==> config.mk <==
export PLATFORM = sky130hd
export DESIGN_NAME = tone_sequencer
export DESIGN_NICKNAME = d
export VERILOG_FILES = /design/src/rtl/tone_sequencer.sv
export SDC_FILE = /design/constraint.sdc
export NUM_CORES = 1
export LEC_CHECK = 0
export BUFFER_PORTS_ARGS = -buffer_cell sky130_fd_sc_hd__buf_4
export CAP_MARGIN = 40
export CORE_MARGIN = 2
export CORE_UTILIZATION = 56
export DETAILED_ROUTE_END_ITERATION = 10
export PLACE_DENSITY = 0.77
export SLEW_MARGIN = 20
export SYNTH_ARGS = -nofsm -noshare
export SYNTH_HDL_FRONTEND = slang
export SYNTH_SLANG_ARGS = --single-unit
export TNS_END_PERCENT = 50
==> constraint.sdc <==
create_clock -name clk -period 2.9 [get_ports clk]
set_clock_uncertainty 0.05 [all_clocks]
set_input_delay 0.58 -clock clk [delete_from_list [all_inputs] [get_ports clk]]
set_output_delay 0.58 -clock clk [all_outputs]
set_load 0.01 [all_outputs]
==> src/rtl/tone_sequencer.sv <==
// Note player: accepts one note command at a time and drives a square-wave
// buzzer for the requested duration, followed by a fixed silence gap.
module tone_sequencer #(
  parameter int CLK_HZ = 50_000_000,
  parameter int CNT_W  = 26,
  parameter int DUR_W  = 12,
  parameter int GAP_MS = 10
) (
  input  logic             clk,
  input  logic             rst,
  input  logic             note_valid,
  output logic             note_ready,
  input  logic [3:0]       note_idx,
  input  logic [1:0]       octave,
  input  logic [DUR_W-1:0] dur_ms,
  input  logic             stop,
  output logic             buzz,
  output logic             busy,
  output logic             done
);

  localparam int MS_CYC = CLK_HZ / 1000;
  localparam int GAP_W  = (GAP_MS > 0) ? $clog2(GAP_MS + 1) : 1;
  localparam int REM_W  = (DUR_W > GAP_W) ? DUR_W : GAP_W;
  localparam logic [CNT_W-1:0] MS_LAST = CNT_W'(MS_CYC - 1);

  typedef enum logic [1:0] {
    S_IDLE,
    S_PLAY,
    S_GAP
  } state_t;

  state_t           state_q, state_d;
  logic [CNT_W-1:0] hp_q, hp_d;
  logic [CNT_W-1:0] tone_q, tone_d;
  logic [CNT_W-1:0] pres_q, pres_d;
  logic [REM_W-1:0] rem_q, rem_d;
  logic             rest_q, rest_d;
  logic             buzz_q, buzz_d;
  logic             done_q, done_d;
  logic             ms_tick;

  // Octave-0 half periods in clock cycles, folded to constants at elaboration.
  function automatic logic [CNT_W-1:0] base_hp(input logic [3:0] idx);
    case (idx)
      4'd0:    base_hp = CNT_W'(CLK_HZ / 524);
      4'd1:    base_hp = CNT_W'(CLK_HZ / 588);
      4'd2:    base_hp = CNT_W'(CLK_HZ / 660);
      4'd3:    base_hp = CNT_W'(CLK_HZ / 698);
      4'd4:    base_hp = CNT_W'(CLK_HZ / 784);
      4'd5:    base_hp = CNT_W'(CLK_HZ / 880);
      4'd6:    base_hp = CNT_W'(CLK_HZ / 988);
      4'd7:    base_hp = CNT_W'(CLK_HZ / 1046);
      4'd8:    base_hp = CNT_W'(CLK_HZ / 1174);
      4'd9:    base_hp = CNT_W'(CLK_HZ / 1318);
      default: base_hp = '0;
    endcase
  endfunction

  // A zero half period (rest, or a very slow clock) is clamped to 1 so the
  // wrap compare never underflows.
  function automatic logic [CNT_W-1:0] half_period(input logic [3:0] idx,
                                                   input logic [1:0] oct);
    logic [CNT_W-1:0] hp;
    hp = base_hp(idx) >> oct;
    half_period = (hp == '0) ? CNT_W'(1) : hp;
  endfunction

  assign ms_tick    = (pres_q == MS_LAST);
  assign note_ready = (state_q == S_IDLE) && !rst;
  assign busy       = (state_q != S_IDLE);
  assign buzz       = buzz_q;
  assign done       = done_q;

  always_comb begin
    state_d = state_q;
    hp_d    = hp_q;
    tone_d  = tone_q;
    pres_d  = pres_q;
    rem_d   = rem_q;
    rest_d  = rest_q;
    buzz_d  = buzz_q;
    done_d  = 1'b0;

    case (state_q)
      S_IDLE: begin
        buzz_d = 1'b0;
        if (note_valid) begin
          hp_d   = half_period(note_idx, octave);
          rest_d = (note_idx >= 4'd10);
          tone_d = '0;
          pres_d = '0;
          if (dur_ms == '0) begin
            done_d = 1'b1;
          end else begin
            state_d = S_PLAY;
            rem_d   = REM_W'(dur_ms);
          end
        end
      end

      S_PLAY: begin
        if (stop) begin
          state_d = S_IDLE;
          buzz_d  = 1'b0;
          tone_d  = '0;
          pres_d  = '0;
          rem_d   = '0;
        end else begin
          if (tone_q == hp_q - CNT_W'(1)) begin
            tone_d = '0;
            if (!rest_q) buzz_d = ~buzz_q;
          end else begin
            tone_d = tone_q + CNT_W'(1);
          end
          pres_d = ms_tick ? '0 : pres_q + CNT_W'(1);
          if (ms_tick) begin
            rem_d = rem_q - REM_W'(1);
            // Last ms of the note: silence wins over any coincident toggle.
            if (rem_q == REM_W'(1)) begin
              buzz_d = 1'b0;
              tone_d = '0;
              pres_d = '0;
              if (GAP_MS == 0) begin
                state_d = S_IDLE;
                done_d  = 1'b1;
                rem_d   = '0;
              end else begin
                state_d = S_GAP;
                rem_d   = REM_W'(GAP_MS);
              end
            end
          end
        end
      end

      S_GAP: begin
        buzz_d = 1'b0;
        if (stop) begin
          state_d = S_IDLE;
          pres_d  = '0;
          rem_d   = '0;
        end else begin
          pres_d = ms_tick ? '0 : pres_q + CNT_W'(1);
          if (ms_tick) begin
            rem_d = rem_q - REM_W'(1);
            if (rem_q == REM_W'(1)) begin
              state_d = S_IDLE;
              done_d  = 1'b1;
            end
          end
        end
      end

      default: begin
        state_d = S_IDLE;
        buzz_d  = 1'b0;
        tone_d  = '0;
        pres_d  = '0;
        rem_d   = '0;
      end
    endcase
  end

  always_ff @(posedge clk) begin
    if (rst) begin
      state_q <= S_IDLE;
      hp_q    <= '0;
      tone_q  <= '0;
      pres_q  <= '0;
      rem_q   <= '0;
      rest_q  <= 1'b0;
      buzz_q  <= 1'b0;
      done_q  <= 1'b0;
    end else begin
      state_q <= state_d;
      hp_q    <= hp_d;
      tone_q  <= tone_d;
      pres_q  <= pres_d;
      rem_q   <= rem_d;
      rest_q  <= rest_d;
      buzz_q  <= buzz_d;
      done_q  <= done_d;
    end
  end

endmodule

==> impl_metrics.yaml <==
global_routing:
  antenna_found_initial: 0
  grt_pass1_wl_microns: 22670
  grt-ovfl-total: 0
  grt_max_degree: 43
  track_usage_pct: 26.39
  grt_pass1_vias: 5030
sta:
  timing_worst_slew_pin_value_ns: 0.7014
  finalCritPeriodShare_pct: 97.25
  hold_violations: 0
  slew_viol_final: 0
  slew_headroom_pct: 52.92
  fmax_mhz: 354.6
  setup_viol: 0
  fin_crit_ns: 2.820
  rsz0062_at_grt: "true"
worst_hold_path:
  holdCritPathClass: "reg -> reg"
cells_and_area:
  layout-drive-gt1-share_pct: 11.86
  num_antenna_cells: 0
  nets: 798
  multiInputGateArea_sq_mm: 0.003636
  final_cell_count_no_fill: 900
  syn2layout_area_growth_pct: 12.59
  n_fill_cell: 842
  fin_area_sq_mm: 0.006231
  final-seq-area_sq_mm: 0.001723
  post-route-util_pct: 64.34
placed_design:
  dpl-instance-area_sq_mm: 0.005934
  hpwl_microns: 9416
  place_inst: 880
  numPortBuffers: 25
  place.gp.congestion: 0.9016
die:
  io_pins: 26
  core_sq_mm: 0.009684
  die_area_sq_mm: 0.01069
  die_y_microns: 103.4
  start_util_pct: 57.14
  rows: 36
  die_w_microns: 103.4
setup_path:
  cp_top_family: "simple AND/OR/NAND/NOR gates"
  max_stage_delay_ns: 0.52
  cp_max_fo: 16
  path_cells: "or4_4 -> or3_1 -> a2111oi_2 -> nand4_1 -> and4bb_4 -> a211oi_4 -> buf_12 -> and3_1 -> a221o_1"
  crit_path_end_kind: "flop"
  cpMaxStageDelayCell: "or4_4"
  critPathLaunchType: "flop"
  crit_type: "reg -> reg"
  required_ns: 3.11
  crit_buf_inv: 1
  worstPathArrival_ns: 3.03
power:
  clockPowerShare_pct: 29.1
  p_int_uw: 2057
  p_comb_share_pct: 28.6
  peakVddDrop_v: 0.0003068
  p_seq_share_pct: 42.3
  p_sw_uw: 1031
  leakage_uw: 0.002447
  swShare_pct: 33.38
  powerDensity_mw_per_mm2: 495.6
detailed_routing:
  drc: 0
  ant_nets: 0
  routed_wl_microns: 13370
  vias: 5427
  first_pass_iters: 5
  wl_per_cell_microns: 14.86
  vias_per_cell: 6.030
  drt_iter0_drc: 173
clock_tree:
  clkTransAtPathRegs_ns: 0.09
  cts.htree.levels: 3
  cts_tree: "done"
  insertion_delay_ns: 0.37
  numCtsBuffers: 9
  cts_buffer_depth: 2
  cts-root-buf: "clkbuf_8"
  cts_sinks: 86
logic_synthesis:
  ys_types: 62
  synth.net_count: 768
  synthCells: 732
  ys.flop_type: "dfxtp_1"
  ys_warn_count: 0
  synth.avg_cell_area_sq_um: 7.560
  async_flop_share_pct: 0
  syn_area_sq_mm: 0.005534
  synth_seq_cells: 86
  synth-edff-count: 0
  ys_seq_area_share_pct: 31.11
status:
  status: "completed"
job:
  drv_cap: 0
==> power groups by stage <==
stage,clock (uW),sequential (uW),combinational (uW)
floorplan,0,1310,612
global placement,0,1320,811
detailed placement,0,1330,837
CTS,911,1300,851
global route,951,1310,984
finish,899,1310,884
==> cell usage in the layout (no fill, tap or decap), types with 11 or more instances in the layout <==
cell,instances
a21oi_1,40
nand2b_1,11
nor3_1,19
dfxtp_1,85
nand2_1,75
and3_1,17
nand3_1,40
a31oi_1,12
nor4_1,12
ha_1,14
o21ai_0,37
xor2_1,21
inv_1,16
a211oi_1,11
xnor2_1,30
a22oi_1,15
nor2b_1,14
mux2i_1,19
buf_4,51
nand4_1,11
nor2_1,101
==> cells in the mapped netlist (8+ instances only) <==
library cell  count  area share, %
a31oi_1          12            1.4
ha_1             14            3.2
o21ai_0          37            3.3
a211oi_1         11            1.5
a21oi_1          40            3.6
nand2b_1         11            1.2
xor2_1           21            3.3
nor2b_1          14            1.6
nand4_1          11            1.2
nand3_1          40            3.6
o211ai_1          8            1.1
inv_1            16            1.1
nand2_1          75            5.1
nor2_1          101            6.9
nor4_1           14            1.6
and3_1           17            1.9
clkbuf_1         26            1.8
nor3_1           19            1.7
a22oi_1          15            2.0
mux2i_1          19            3.4
dfxtp_1          86             31
a21o_1            8            1.1
xnor2_1          30            4.7
==> registers in the layout, indices dropped and copies added, names as in the netlist <==
signal,cells
done,1
state_q,2
rest_q,1
pres_q,26
hp_q,17
rem_q,12
tone_q,26
buzz,1
==> per-stage QoR <==
step	setup slack (ns)	hold WS (ns)	setup TNS, ns	total power (uW)
3_3_place_gp	0.06430	0.4069	0	2133
2_1_floorplan	0.2055	0.3907	0	1927
4_1_cts	0.01670	0.4351	0	3061
6_report	0.07972	0.4371	0	3088
3_5_place_dp	0.003675	0.4231	0	2163
5_1_grt	-0.03724	0.4431	-0.07138	3249
==> kinds of logic (layout without fill, tap and decap cells) <==
kind of cell / after synthesis / after routing / synth area share, %
AO/OA/AOI/OAI: 166 / 166 / 19.49
XOR/XNOR: 51 / 51 / 8.071
adder cells (fa/ha/maj): 14 / 14 / 3.165
buffers and inverters: 51 / 86 / 3.798
flip-flops: 86 / 86 / 31.11
multiplexers: 19 / 19 / 3.437
AND/OR/NAND/NOR: 345 / 345 / 30.93
==> repair_timing <==
action / 4_1_cts / 5_1_grt
endpoints found under the setup margin: 1 / 25
pin swaps: 3 / 3
hold buffers: 0 / 0
resized for setup: 0 / 7
cloned: 1 / 0
buffers inserted: 0 / 3
==> final timing paths <==
path                                 from    endpoint  slack, ns  cells after the start
worst max-delay path              hp_q[0]  tone_q[25]       0.08                      9
worst min-delay path            pres_q[1]   pres_q[1]       0.44                      2
worst max register to register    hp_q[0]  tone_q[25]       0.08                      9
worst min register to register  pres_q[1]   pres_q[1]       0.44                      2
==> area by class of cell <==
class,count,share of cell area (%)
clock buffer,10,2.209
clock inverter,6,1.104
multi-input combinational,595,58.35
inverter,17,1.024
timing repair buffer,53,6.988
tap,133,2.671
sequential,86,27.65
==> worst min-delay path, cell delays in order, from the launching register on <==
cell and delay, ns:
dfxtp_1 0.34, nand2_1 0.06, a21oi_1 0.05
==> metal layers <==
layer | share of wire (%) | track usage (%)
met1 | 44 | 33.28
met2 | 50 | 46.10
met3 | 4.0 | 4.368
met4 | 1.6 | 8.198
met5 | 0 | 0
Power figures use the tool's default switching activity.
